--- config.mk ---
export PLATFORM = sky130hd
export DESIGN_NAME = rr_group_arbiter_flat
export DESIGN_NICKNAME = d
export VERILOG_FILES = /design/src/rtl/rr_group_arbiter_if.sv /design/src/rtl/rr_group_arbiter.sv /design/src/flat_wrapper.sv
export SDC_FILE = /design/constraint.sdc
export NUM_CORES = 1
export LEC_CHECK = 0
export ABC_AREA = 1
export CAP_MARGIN = 25
export CORE_ASPECT_RATIO = 1.5
export CORE_UTILIZATION = 50
export CTS_CLUSTER_DIAMETER = 200
export DETAILED_ROUTE_END_ITERATION = 8
export DONT_BUFFER_PORTS = 1
export SLEW_MARGIN = 15
export SYNTH_ARGS = -nofsm -noshare
export SYNTH_HDL_FRONTEND = slang
export SYNTH_SLANG_ARGS = --single-unit
--- constraint.sdc ---
create_clock -name clk_i -period 2.9 [get_ports clk_i]
set_input_delay 0.725 -clock clk_i [delete_from_list [all_inputs] [get_ports clk_i]]
set_output_delay 0.725 -clock clk_i [all_outputs]
set_load 0.01 [all_outputs]
--- src/rtl/rr_group_arbiter_if.sv ---
// Handshake/bus bundle for rr_group_arbiter.
//   slave  : arbiter side. It takes enable/requests/ready and drives the grant, address, ack and group status.
//   master : requester/downstream side. It drives enable/requests/ready and observes the rest.
interface rr_group_arbiter_if #(
   parameter int WIDTH  = 16,
   parameter int ADDR_W = $clog2(WIDTH)
);
   logic              enable_i;
   logic [WIDTH-1:0]  req_i;
   logic [WIDTH-1:0]  gnt_o;
   logic [ADDR_W-1:0] addr_o;
   logic              gnt_valid_o;
   logic              gnt_ready_i;
   logic [WIDTH-1:0]  ack_o;
   logic              grp_release_o;
   logic [ADDR_W:0]   grp_cnt_o;

   modport master (
      output enable_i, req_i, gnt_ready_i,
      input  gnt_o, addr_o, gnt_valid_o, ack_o, grp_release_o, grp_cnt_o
   );

   modport slave (
      input  enable_i, req_i, gnt_ready_i,
      output gnt_o, addr_o, gnt_valid_o, ack_o, grp_release_o, grp_cnt_o
   );
endinterface

--- src/rtl/rr_group_arbiter.sv ---
// Round-robin group arbiter for event-pixel readout.
// Lines are granted in ascending index order within a group pass. The grant is registered and one-hot, and a
// binary address goes with it. Both are held under a valid/ready handshake. When a pass completes, a release
// pulse is produced. A per-line ack tells the pixel that its request was taken.
//
// Ports
//   clk_i    : clock, rising edge
//   reset_i  : asynchronous, active-high reset
//   bus      : rr_group_arbiter_if.slave, which carries:
//      enable_i       arbitration enable; low clears synchronously to idle
//      req_i          level requests, bit i = line i
//      gnt_o/addr_o   registered one-hot grant and its binary index (0 when not valid)
//      gnt_valid_o    grant valid
//      gnt_ready_i    downstream accepts the current grant
//      ack_o          combinational, gnt_o while the handshake fires
//      grp_release_o  one-cycle pulse after the last grant of a pass is accepted
//      grp_cnt_o      grants accepted in the current pass
//
// state   | meaning
// --------+-------------------------------------------------------------
// ST_IDLE | no grant outstanding; waits for any request
// ST_GRANT| grant registered and held until the handshake or a disable
module rr_group_arbiter #(
   parameter int WIDTH  = 16,
   parameter int ADDR_W = $clog2(WIDTH)
) (
   input  logic                 clk_i,
   input  logic                 reset_i,
   rr_group_arbiter_if.slave    bus
);

   typedef enum logic {ST_IDLE, ST_GRANT} state_t;

   localparam logic [WIDTH-1:0] ALL_ONES = '1;
   localparam logic [ADDR_W:0]  CNT_MAX  = (ADDR_W+1)'(WIDTH);
   localparam logic [ADDR_W:0]  CNT_ONE  = (ADDR_W+1)'(1);

   state_t            state_q, state_d;
   logic [WIDTH-1:0]  gnt_q, gnt_d;
   logic [WIDTH-1:0]  mask_q, mask_d;
   logic [ADDR_W-1:0] addr_q, addr_d;
   logic [ADDR_W:0]   cnt_q, cnt_d;
   logic              release_q, release_d;

   logic              hs;
   logic              last;
   logic              wrap;
   logic [WIDTH-1:0]  nxt_mask;
   logic [WIDTH-1:0]  base_set;
   logic [WIDTH-1:0]  sel_mask;
   logic [WIDTH-1:0]  mreq;
   logic [WIDTH-1:0]  cand;
   logic [WIDTH-1:0]  cand_oh;
   logic [ADDR_W-1:0] cand_idx;

   assign hs = (state_q == ST_GRANT) & bus.gnt_ready_i & bus.enable_i;

   // Lines strictly above the current grant. This mask is empty when the top line holds the grant.
   always_comb begin
      nxt_mask = '0;
      for (int i = 0; i < WIDTH; i++) begin
         nxt_mask[i] = (i > int'(addr_q));
      end
   end

   assign last = (bus.req_i & nxt_mask & ~gnt_q) == '0;

   // When a grant is accepted, that line is excluded from the same-cycle pick.
   // If the pass just ended, the search restarts from the bottom.
   assign base_set = hs ? (bus.req_i & ~gnt_q) : bus.req_i;
   assign sel_mask = hs ? (last ? ALL_ONES : nxt_mask) : mask_q;
   assign mreq     = base_set & sel_mask;
   assign wrap     = (mreq == '0) && (base_set != '0);
   assign cand     = wrap ? base_set : mreq;
   assign cand_oh  = cand & (~cand + WIDTH'(1));

   always_comb begin
      cand_idx = '0;
      for (int i = WIDTH-1; i >= 0; i--) begin
         if (cand[i]) cand_idx = ADDR_W'(i);
      end
   end

   // The count shows the full pass total during the release cycle and is cleared after that cycle.
   // A grant that is accepted during the release cycle therefore counts as the first grant of the new pass.
   always_comb begin
      state_d   = state_q;
      gnt_d     = gnt_q;
      addr_d    = addr_q;
      mask_d    = mask_q;
      cnt_d     = release_q ? '0 : cnt_q;
      release_d = 1'b0;

      if (!bus.enable_i) begin
         state_d = ST_IDLE;
         gnt_d   = '0;
         addr_d  = '0;
         mask_d  = ALL_ONES;
         cnt_d   = '0;
      end else begin
         if (hs) begin
            if (cnt_d != CNT_MAX) cnt_d = cnt_d + CNT_ONE;
            if (last) begin
               mask_d    = ALL_ONES;
               release_d = 1'b1;
            end else begin
               mask_d    = nxt_mask;
            end
         end
         if ((state_q == ST_IDLE) || hs) begin
            if (cand != '0) begin
               state_d = ST_GRANT;
               gnt_d   = cand_oh;
               addr_d  = cand_idx;
               // A fallback pick starts a new pass without a release pulse.
               if (wrap) begin
                  mask_d = ALL_ONES;
                  cnt_d  = '0;
               end
            end else begin
               state_d = ST_IDLE;
               gnt_d   = '0;
               addr_d  = '0;
            end
         end
      end
   end

   always_ff @(posedge clk_i or posedge reset_i) begin
      if (reset_i) begin
         state_q   <= ST_IDLE;
         gnt_q     <= '0;
         addr_q    <= '0;
         mask_q    <= ALL_ONES;
         cnt_q     <= '0;
         release_q <= 1'b0;
      end else begin
         state_q   <= state_d;
         gnt_q     <= gnt_d;
         addr_q    <= addr_d;
         mask_q    <= mask_d;
         cnt_q     <= cnt_d;
         release_q <= release_d;
      end
   end

   assign bus.gnt_o         = gnt_q;
   assign bus.addr_o        = addr_q;
   assign bus.gnt_valid_o   = (state_q == ST_GRANT);
   assign bus.ack_o         = hs ? gnt_q : '0;
   assign bus.grp_release_o = release_q;
   assign bus.grp_cnt_o     = cnt_q;

endmodule

--- src/flat_wrapper.sv ---
// flat-port wrapper written by rule: the top's interface ports become plain ports
module rr_group_arbiter_flat 
#(
   parameter int WIDTH  = 16,
   parameter int ADDR_W = $clog2(WIDTH)
)
  (clk_i, reset_i, bus_enable_i, bus_req_i, bus_gnt_ready_i, bus_gnt_o, bus_addr_o, bus_gnt_valid_o, bus_ack_o, bus_grp_release_o, bus_grp_cnt_o);
  rr_group_arbiter_if #(.WIDTH(WIDTH), .ADDR_W(ADDR_W)) bus_i ();
  input  logic clk_i;
  input  logic reset_i;
  input wire logic [$bits(bus_i.enable_i)-1:0] bus_enable_i;
  input wire logic [$bits(bus_i.req_i)-1:0] bus_req_i;
  input wire logic [$bits(bus_i.gnt_ready_i)-1:0] bus_gnt_ready_i;
  output wire logic [$bits(bus_i.gnt_o)-1:0] bus_gnt_o;
  output wire logic [$bits(bus_i.addr_o)-1:0] bus_addr_o;
  output wire logic [$bits(bus_i.gnt_valid_o)-1:0] bus_gnt_valid_o;
  output wire logic [$bits(bus_i.ack_o)-1:0] bus_ack_o;
  output wire logic [$bits(bus_i.grp_release_o)-1:0] bus_grp_release_o;
  output wire logic [$bits(bus_i.grp_cnt_o)-1:0] bus_grp_cnt_o;
  assign bus_i.enable_i = bus_enable_i;
  assign bus_i.req_i = bus_req_i;
  assign bus_i.gnt_ready_i = bus_gnt_ready_i;
  assign bus_gnt_o = bus_i.gnt_o;
  assign bus_addr_o = bus_i.addr_o;
  assign bus_gnt_valid_o = bus_i.gnt_valid_o;
  assign bus_ack_o = bus_i.ack_o;
  assign bus_grp_release_o = bus_i.grp_release_o;
  assign bus_grp_cnt_o = bus_i.grp_cnt_o;
  rr_group_arbiter #(.WIDTH(WIDTH), .ADDR_W(ADDR_W)) u_core (.clk_i(clk_i), .reset_i(reset_i), .bus(bus_i));
endmodule
==> impl_metrics.sql <==
INSERT INTO impl_metrics (metric_group, metric, value, unit) VALUES
('timing', 'slew_hr', '56.05', '%'),
('logic_synthesis', 'ys_warn_count', '0', ''),
('timing', 'post-route-period-util', '116.4', '%'),
('clock_tree', 'clk_pin_slew', '0.09', 'ns'),
('grt', 'antenna_found_initial', '0', ''),
('run_status', 'run_status', 'complete, but fails checks', ''),
('place', 'portBuffers', '0', ''),
('timing', 'achievable-frequency', '0.2963', 'GHz'),
('logic_synthesis', 'synth_fp_nets', '502', ''),
('logic_synthesis', 'yosysSeqAreaShare', '35.31', '%'),
('logic_synthesis', 'yosys-top-cells-area', 'dfrtp_1 22%, nand2_1 15%, dfstp_2 14%', ''),
('critical_path', 'critical-path-max-stage-delay', '0.46', 'ns'),
('timing', 'hold_viol_final', '0', ''),
('logic_synthesis', 'netlist.top_cell.by_area', 'dfrtp_1', ''),
('floorplan', 'die_y', '98.50', 'um'),
('run_status', 'violations', 'setup timing', ''),
('logic_synthesis', 'synthesis.area', '3104', 'um2'),
('detailed_routing', 'routed_via_density', '6.019', ''),
('clock_tree', 'worstSkewPairLatency', '0.31', 'ns'),
('worst_hold_path', 'hold_path_class', 'in2async', ''),
('timing', 'finalSetupViolCount', '40', ''),
('clock_tree', 'tritoncts', 'done', ''),
('power_and_ir_drop', 'internal-power', '1.233', 'mW'),
('power_and_ir_drop', 'switchingPower', '0.6152', 'mW'),
('grt', 'overflow', '0', ''),
('critical_path', 'crit_path_frequent_cell', 'nand2_1', ''),
('logic_synthesis', 'syn_area_per_cell', '6.467', 'um2'),
('critical_path', 'crit_chain', 'buf_6 -> inv_4 -> nand2_1 -> nand2_1 -> a21oi_2 -> nand2_2 -> nor2_4 -> nand3_4 -> nand2_1 -> nand2_1 -> nand2_1 -> nor2_1 -> nand2_2 -> nor2_4 -> buf_12 -> o21ai_4 -> nand2_2 -> nor2_4 -> buf_4 -> inv_1 -> nor2_2 -> nand3_1 -> o21ai_0', ''),
('timing', 'grt_setup_unrepaired', 'yes', ''),
('power_and_ir_drop', 'p_sw_share', '33.28', '%'),
('clock_tree', 'htree_num_levels', '2', ''),
('critical_path', 'cp_data_arrival_time', '3.60', 'ns'),
('critical_path', 'critPathMaxFanout', '8', ''),
('place', 'postPlaceCellArea', '4099', 'um2'),
('clock_tree', 'master_cell_of_the_clock_root_buffer', 'clkbuf_8', ''),
('timing', 'finalWorstSetupSlack', '-0.4754', 'ns'),
('grt', 'grt_util_all_layers', '36.03', '%'),
('grt', 'first_pass_grt_wire_length', '17.45', 'mm'),
('logic_synthesis', 'netlist_instances', '480', ''),
('floorplan', 'die_width', '66.34', 'um'),
('critical_path', 'cp_capture_type', 'flop', ''),
('power_and_ir_drop', 'powerDensity', '357.8', 'nW/um2'),
('floorplan', 'num_rows', '34', ''),
('clock_tree', 'cts_made_buffers', '5', ''),
('floorplan', 'design.core.area', '5913', 'um2'),
('clock_tree', 'clock_tree.buffer_depth', '2', ''),
('detailed_routing', 'dr_total_vias', '4207', ''),
('cells_and_area', 'final_nets', '648', ''),
('logic_synthesis', 'synth_ff_type', 'dfrtp_1', ''),
('cells_and_area', 'fin_area', '5165', 'um2'),
('detailed_routing', 'antenna_violating_nets_post_route', '0', ''),
('timing', 'slew_viols_final', '0', ''),
('detailed_routing', 'route.detailed.wl_per_inst', '20.44', 'um'),
('timing', 'tightest_slew', '0.6585', 'ns'),
('cells_and_area', 'post_layout_util', '87.35', '%'),
('power_and_ir_drop', 'seq_power_share', '35.4', '%'),
('timing', 'finalCriticalPeriod', '3.375', 'ns'),
('detailed_routing', 'detail_route.drc_violations', '0', ''),
('cells_and_area', 'fillerInstances', '308', ''),
('grt', 'grt_max_degree', '28', ''),
('logic_synthesis', 'yosysUniqueCellTypes', '37', ''),
('floorplan', 'effective_utilization_at_floorplan', '52.50', '%'),
('clock_tree', 'clock-sinks', '43', ''),
('logic_synthesis', 'synth_enable_flop_cells', '0', ''),
('critical_path', 'worstSetupPathType', 'reg2reg', ''),
('logic_synthesis', 'postSynthRegisterBits', '43', ''),
('cells_and_area', 'antennaDiodeCount', '0', ''),
('power_and_ir_drop', 'power.clock.fraction', '31.4', '%'),
('grt', 'grt_pass1_vias', '3830', ''),
('detailed_routing', 'routed_wirelength', '14.29', 'mm'),
('critical_path', 'critPathLaunchType', 'flop', '');
[power by group through the flow]
stage	logic [mW]	clock network (mW)	registers, mW
2_1_floorplan	0.209	0	0.661
3_5_place_dp	0.444	0	0.659
6_report	0.613	0.581	0.654
3_3_place_gp	0.438	0	0.659
4_1_cts	0.486	0.572	0.649
5_1_grt	0.644	0.608	0.657
[per-stage QoR]
stage | worst slack [ns] | total power [mW] | TNS [ns] | hold WS (ns) | instances
final | -0.4754 | 1.848 | -10.65 | 0.2678 | 699
after global routing | -0.6281 | 1.910 | -14.61 | 0.2677 | 699
after CTS | -0.06888 | 1.707 | -0.5291 | 0.4277 | 686
after detailed placement | -0.3898 | 1.104 | -7.551 | 0.4838 | 666
after global placement | -0.2895 | 1.097 | -6.203 | 0.4784 | 666
after floorplan | 0.04366 | 0.8699 | 0 | 0.4681 | 480
[registers in the layout, summed over array words and instances, names as in the netlist]
name                      count
u_core.bus.grp_cnt_o          5
u_core.bus.grp_release_o      1
u_core.bus.addr_o             4
u_core.mask_q                16
u_core.bus.gnt_o             16
u_core.bus.gnt_valid_o        1
[layout make-up]
cell class	count	area (um2)	area share, %
Sequential cell	43	1100	21.29
Clock inverter	3	67.56	1.308
Tap cell	72	90.09	1.744
Inverter	86	342.8	6.638
Multi-Input combinational cell	340	2255	43.65
Clock buffer	5	68.82	1.332
Timing Repair Buffer	150	1241	24.03
[kinds of logic (layout without fill, tap and decap cells)]
group	count (synthesis)	after routing	share of synthesized area [%]
flops	43	43	35.31
simple gates	266	267	38.33
fa+ha+maj	2	2	0.8060
compound gates	70	70	12.74
buf+inv	98	244	12.54
xor+xnor	1	1	0.2822
[final timing paths]
path | slack (ns) | startpoint | to
worst max register to register | -0.48 | u_core.bus.addr_o[3] | u_core.bus.gnt_o[7]
worst min register to register | 0.52 | u_core.mask_q[15] | u_core.mask_q[15]
worst max-delay path | -0.48 | u_core.bus.addr_o[3] | u_core.bus.gnt_o[7]
max in group asynchronous | 1.88 | reset_i | u_core.mask_q[15]
worst min-delay path | 0.27 | reset_i | u_core.bus.gnt_o[10]
min in group clk_i | 0.52 | u_core.mask_q[15] | u_core.mask_q[15]
[metal layers]
layer | GRT usage, % | part of all wire [%] | up-vias
li1 | - | - | 1791
met1 | 36.23 | 34 | 1993
met2 | 64.91 | 50 | 317
met3 | 6.366 | 8.0 | 106
met4 | 24.39 | 8.2 | 0
met5 | 0 | 0 | -
[critical path: cells and delay by family (launching register included)]
family / cells / cell delay, ns
AOI/OAI and AO/OA: 3 / 0.43
DFF: 1 / 0.46
buffers and inverters: 5 / 0.54
and+or+nand+nor: 15 / 1.86
[cells in the mapped netlist, types with 4 or more instances]
library cell,number
dfrtp_1,27
nand3_1,33
nand4_1,12
nand2_2,8
nor2_4,4
or2_2,8
clkbuf_1,6
nor2_1,66
inv_1,81
nand2_1,126
o21ai_0,30
inv_2,5
a21oi_1,10
dfstp_2,16
o21ai_1,14
[layout by cell type, fill, tap and decap left out, types with 14 or more instances in the layout]
cell type	instances
dfstp_2	16
o21ai_0	23
buf_4	133
nand3_1	14
dfrtp_1	24
nand2_2	26
nor2_1	50
inv_1	71
nand3_2	16
nand2_1	84
nand2_4	22
[what timing repair did]
item / in CTS / in global routing
setup buffers: 11 / 12
hold buffers: 0 / 0
resized for setup: 60 / 131
gates cloned: 1 / 1
pin swaps: 21 / 36
setup endpoints to repair: 40 / 40
No activity file was read; power rests on OpenSTA's default activity.
==> variant 1, RTL diff (same flow settings) <==
`WIDTH` is set to 16 in 3 places; all go to 8.
--- a/src/rtl/rr_group_arbiter_if.sv
+++ b/src/rtl/rr_group_arbiter_if.sv
@@ -3,5 +3,5 @@
 //   master : requester/downstream side. It drives enable/requests/ready and observes the rest.
 interface rr_group_arbiter_if #(
-   parameter int WIDTH  = 16,
+   parameter int WIDTH  = 8,
    parameter int ADDR_W = $clog2(WIDTH)
 );
--- a/src/rtl/rr_group_arbiter.sv
+++ b/src/rtl/rr_group_arbiter.sv
@@ -22,5 +22,5 @@
 // ST_GRANT| grant registered and held until the handshake or a disable
 module rr_group_arbiter #(
-   parameter int WIDTH  = 16,
+   parameter int WIDTH  = 8,
    parameter int ADDR_W = $clog2(WIDTH)
 ) (
--- a/src/flat_wrapper.sv
+++ b/src/flat_wrapper.sv
@@ -2,5 +2,5 @@
 module rr_group_arbiter_flat 
 #(
-   parameter int WIDTH  = 16,
+   parameter int WIDTH  = 8,
    parameter int ADDR_W = $clog2(WIDTH)
 )
Ports: changed (5 resized); port bits go from 63 to 37. The function was not compared with the original's and may differ.
==> variant 1 against the unedited design <==
  * Total power fell by 57%
  * Synthesized area is 43% lower
  * Utilization shrank 30 points
  * Wire length is 68% lower
  * Cell area is 62% lower
  * Setup slack gained 0.85 ns
  * Sequential cell count decreased by 18
  * Clock skew hardly changed
  * Critical endpoint is now u_core.bus.addr_o[0]
==> variant 1: results <==
group,metric,value,unit
timing,setup_viol,0,
routing,post_drt_wl_per_cell,14.81,um
yosys,synth_commonest_cells,"nand2_1, inv_1, nor2_1, dfrtp_1, nand3_1",
clock_tree,clk_pin_slew,0.09,ns
yosys,synthFlopType,"dfrtp_1",
layout,fin_nets,281,
place,dp.final_hpwl,3698,um
worst_setup_path,cpMaxStageDelayCell,"dfrtp_1",
timing,slew_headroom,73.06,%
worst_setup_path,crit_fanout,11,
global_route,grt_pass1_wl,7258,um
run_status,status,"complete, no violations",
worst_setup_path,cp_slowest_stage_delay,0.51,ns
global_route,grt_max_degree,26,
worst_setup_path,worst-r2r-cell-count,17,
yosys,synth.distinct_cells,30,
routing,drt_first_iter_violations,58,
clock_tree,clock_latency,0.27,ns
place,placed_area,0.001866,mm^2
routing,vias_per_cell,5.354,
clock_tree,numCtsBuffers,3,
routing,dr.pass1.iters,4,
worst_setup_path,cp.arrival,2.74,ns
clock_tree,h-tree-depth,1,
layout,fillers,361,
global_route,gr-usage-all-layers,25.99,%
pwr,p_leak,0.0009469,uW
yosys,ys_seq_area_share,36.11,%
place,pre_cts_ws,0.01125,ns
yosys,synth_area_leaders,"dfrtp_1, nand2_1, dfstp_2",
timing,fin_worst_skew,0.008434,ns
pwr,ir_drop,0.0002692,V
-- variant 1: cell types whose count changed after synthesis, sizes merged, moves of 5 or more --
cell / before / now
inv: 86 / 45
dfstp: 16 / 8
o21ai: 45 / 28
or2: 8 / 1
dfrtp: 27 / 17
nand4: 12 / 7
nand3: 36 / 20
nor2: 72 / 43
clkbuf: 6 / 1
a21oi: 10 / 3
nand2: 134 / 66
-- variant 1: what timing repair did --
| item | in CTS | in global routing |
|---|---|---|
| buffers inserted | 0 | 0 |
| setup endpoints to repair | 0 | 4 |
| gates resized for setup | 0 | 1 |
-- variant 1: path summary, 6_finish.rpt --
kind | end | from | slack (ns)
min in group clk_i | u_core.mask_q[0] | u_core.mask_q[0] | 0.52
worst min register to register | u_core.mask_q[0] | u_core.mask_q[0] | 0.52
worst max-delay path | u_core.bus.addr_o[0] | u_core.bus.addr_o[2] | 0.37
worst min-delay path | u_core.bus.addr_o[2] | reset_i | 0.27
max in group asynchronous | u_core.mask_q[2] | reset_i | 2.14
worst max register to register | u_core.bus.addr_o[0] | u_core.bus.addr_o[2] | 0.37
-- variant 1: layout make-up --
type                    instances  area (um^2)  share of cell area [%]
multi-input cells             179        925.9                   47.59
repair buffers                 13        117.6                   6.045
clock buffers                   4        45.04                   2.315
inverters                      45        168.9                   8.682
well taps                      42        52.55                   2.701
flip-flops and latches         25        635.6                   32.67
-- variant 1: metal layers --
layer	vias up	share of wire (%)	track usage (%)
li1	826	-	-
met4	0	1.1	5.556
met2	41	55	52.74
met1	775	39	27.64
met3	7	4.8	4.040
met5	-	0	0
-- variant 1: logic make-up (layout without fill, tap and decap cells) --
family / Yosys count / in the layout / share of synthesized area [%]
flops: 25 / 25 / 36.11
fa+ha+maj: 2 / 2 / 1.421
simple gates: 140 / 140 / 37.17
buf+inv: 49 / 62 / 11.73
xor+xnor: 1 / 1 / 0.4976
compound gates: 36 / 36 / 13.08
-- variant 1: metrics by stage --
| step | utilization, % | hold WS, ns | instances |
|---|---|---|---|
| after floorplan | - | 0.4858 | 253 |
| after global placement | 55.14 | 0.5151 | 303 |
| after detailed placement | 55.14 | 0.5128 | 303 |
| after CTS | 56.47 | 0.5279 | 307 |
| after global routing | 57.51 | 0.2872 | 308 |
| final | 57.51 | 0.2705 | 308 |
-- variant 1: report_power, final --
part / switching [uW] / internal [uW]
registers: 23.1 / 367
clock network: 110 / 98.2
logic: 129 / 63.6
-- variant 1: worst max-delay path: cells and delay by family (launching register included) --
kind            cells  cell delay (ns)
compound gates      1             0.33
buf+inv             2             0.17
simple gates       14             1.44
flops               1             0.51
==> variant 2, RTL diff (config.mk and constraints unchanged) <==
Without the edit above. Make the reset (`reset_i`) synchronous in one clocked block. Comments in the files are not updated.
--- a/src/rtl/rr_group_arbiter.sv
+++ b/src/rtl/rr_group_arbiter.sv
@@ -127,5 +127,5 @@
    end
 
-   always_ff @(posedge clk_i or posedge reset_i) begin
+   always_ff @(posedge clk_i) begin
       if (reset_i) begin
          state_q   <= ST_IDLE;
Formal check against the unedited RTL: differs if reset_i is asserted again (counterexample within 4 cycles, from zero or initial values and one cycle with reset_i high); with reset_i held inactive, the same outputs for 4 cycles.
==> variant 2 against the unedited design <==
  * The run still ends with setup timing left
  * Via count decreased by 14%
  * Sequential cell count unchanged
  * Register-to-register slack improved by 0.37 ns
  * Setup slack improved by 0.35 ns
  * Wire length decreased by 25%
  * Cell area decreased by 14%
  * Synthesized area decreased by 9.0%
  * Critical path type is now input port to flop
Power is not compared: it rests on default switching activity, and its combinational part moved more than twofold at a synthesized area within 25%.
==> variant 2: results <==
group,metric,value,unit
routing,wl_met3,558,um
layout,nonClockInverterCount,73,
routing,wl_met1,4001,um
run_status,violations,"setup timing",
layout,stdcell_area,0.004454,mm^2
timing,setup_viol,12,
place,place_inst,660,
worst_setup_path,r2r_setup_slack,-0.11,ns
layout,signal_buffers,157,
layout,fillers,388,
worst_setup_path,cp.arrival,3.26,ns
yosys,synth_mux_area_share,0.3543,%
place,placed_area,0.003839,mm^2
timing,fin_worst_skew,0.004491,ns
place,gp_congestion,1.040,
place,dp.final_hpwl,7885,um
worst_setup_path,r2r-start,"u_core.bus.addr_o[0]",
yosys,synth_nets,497,
routing,wirelength,10690,um
yosys,yosys.area_share.xor_xnor,0.6200,%
yosys,async_flop_share,0,%
timing,tightest_slew,0.3486,ns
global_route,grt_pass1_wl,16090,um
yosys,synth_area_leaders,"dfxtp_1, nand2_1, inv_1",
routing,drt_first_iter_violations,238,
global_route,gr-usage-all-layers,35.04,%
run_status,status,"finished, violations left",
global_route,grt_max_degree,23,
global_route,grt_pass1_vias,3530,
layout,final-clk-cell-share,2.079,%
timing,holdWs,0.4789,ns
worst_setup_path,critPathLaunch,"bus_enable_i",
pwr,p_total,1271,uW
worst_setup_path,cp_slowest_stage_delay,0.29,ns
worst_setup_path,r2r-end,"u_core.bus.gnt_o[15]",
routing,dr.pass1.iters,4,
yosys,synth.distinct_cells,36,
worst_setup_path,crit_end,"u_core.bus.addr_o[0]",
worst_setup_path,worst-r2r-cell-count,22,
floorplan,core_area,0.005450,mm^2
worst_setup_path,crit_fanout,22,
yosys,synth_adder_area_share,0.8857,%
global_route,grt_use_met3,5.947,%
layout,nMultiInputCombCells,344,
routing,wl_met2,5570,um
layout,buf_share,27.33,%
layout,drive_gt1_share,43.84,%
layout,fin_nets,646,
yosys,ys_seq_area_share,30.47,%
yosys,synthFlopType,"dfxtp_1",
yosys,synth.avg_cell_area,5.948,um^2
timing,layout_setup_ws,-0.1270,ns
layout,fin_cells,695,
variant 2: cell types whose count changed in the layout (fill, tap and decap cells not counted), sizes merged, moves of 3 or more:
| cell | before | now |
|---|---|---|
| a21boi | 4 | 1 |
| buf | 150 | 157 |
| dfrtp | 27 | 0 |
| o21ai | 45 | 36 |
| a21oi | 10 | 32 |
| nand4 | 12 | 9 |
| dfstp | 16 | 0 |
| nor2 | 72 | 64 |
| inv | 84 | 74 |
| dfxtp | 0 | 43 |
| nand3 | 37 | 46 |
variant 2: stage by stage:
| step | TNS, ns | setup slack (ns) |
|---|---|---|
| after floorplan | 0 | 0.0007763 |
| after global placement | -5.084 | -0.4525 |
| after detailed placement | -5.251 | -0.4783 |
| after CTS | -0.2393 | -0.04202 |
| after global routing | -2.775 | -0.2882 |
| final | -0.7312 | -0.1270 |
variant 2: what timing repair did:
item	in CTS	in global routing
gates cloned	0	1
pin swaps	18	22
gates resized for setup	49	53
endpoints found under the setup margin	18	17
setup buffers	22	4
hold buffers	0	0
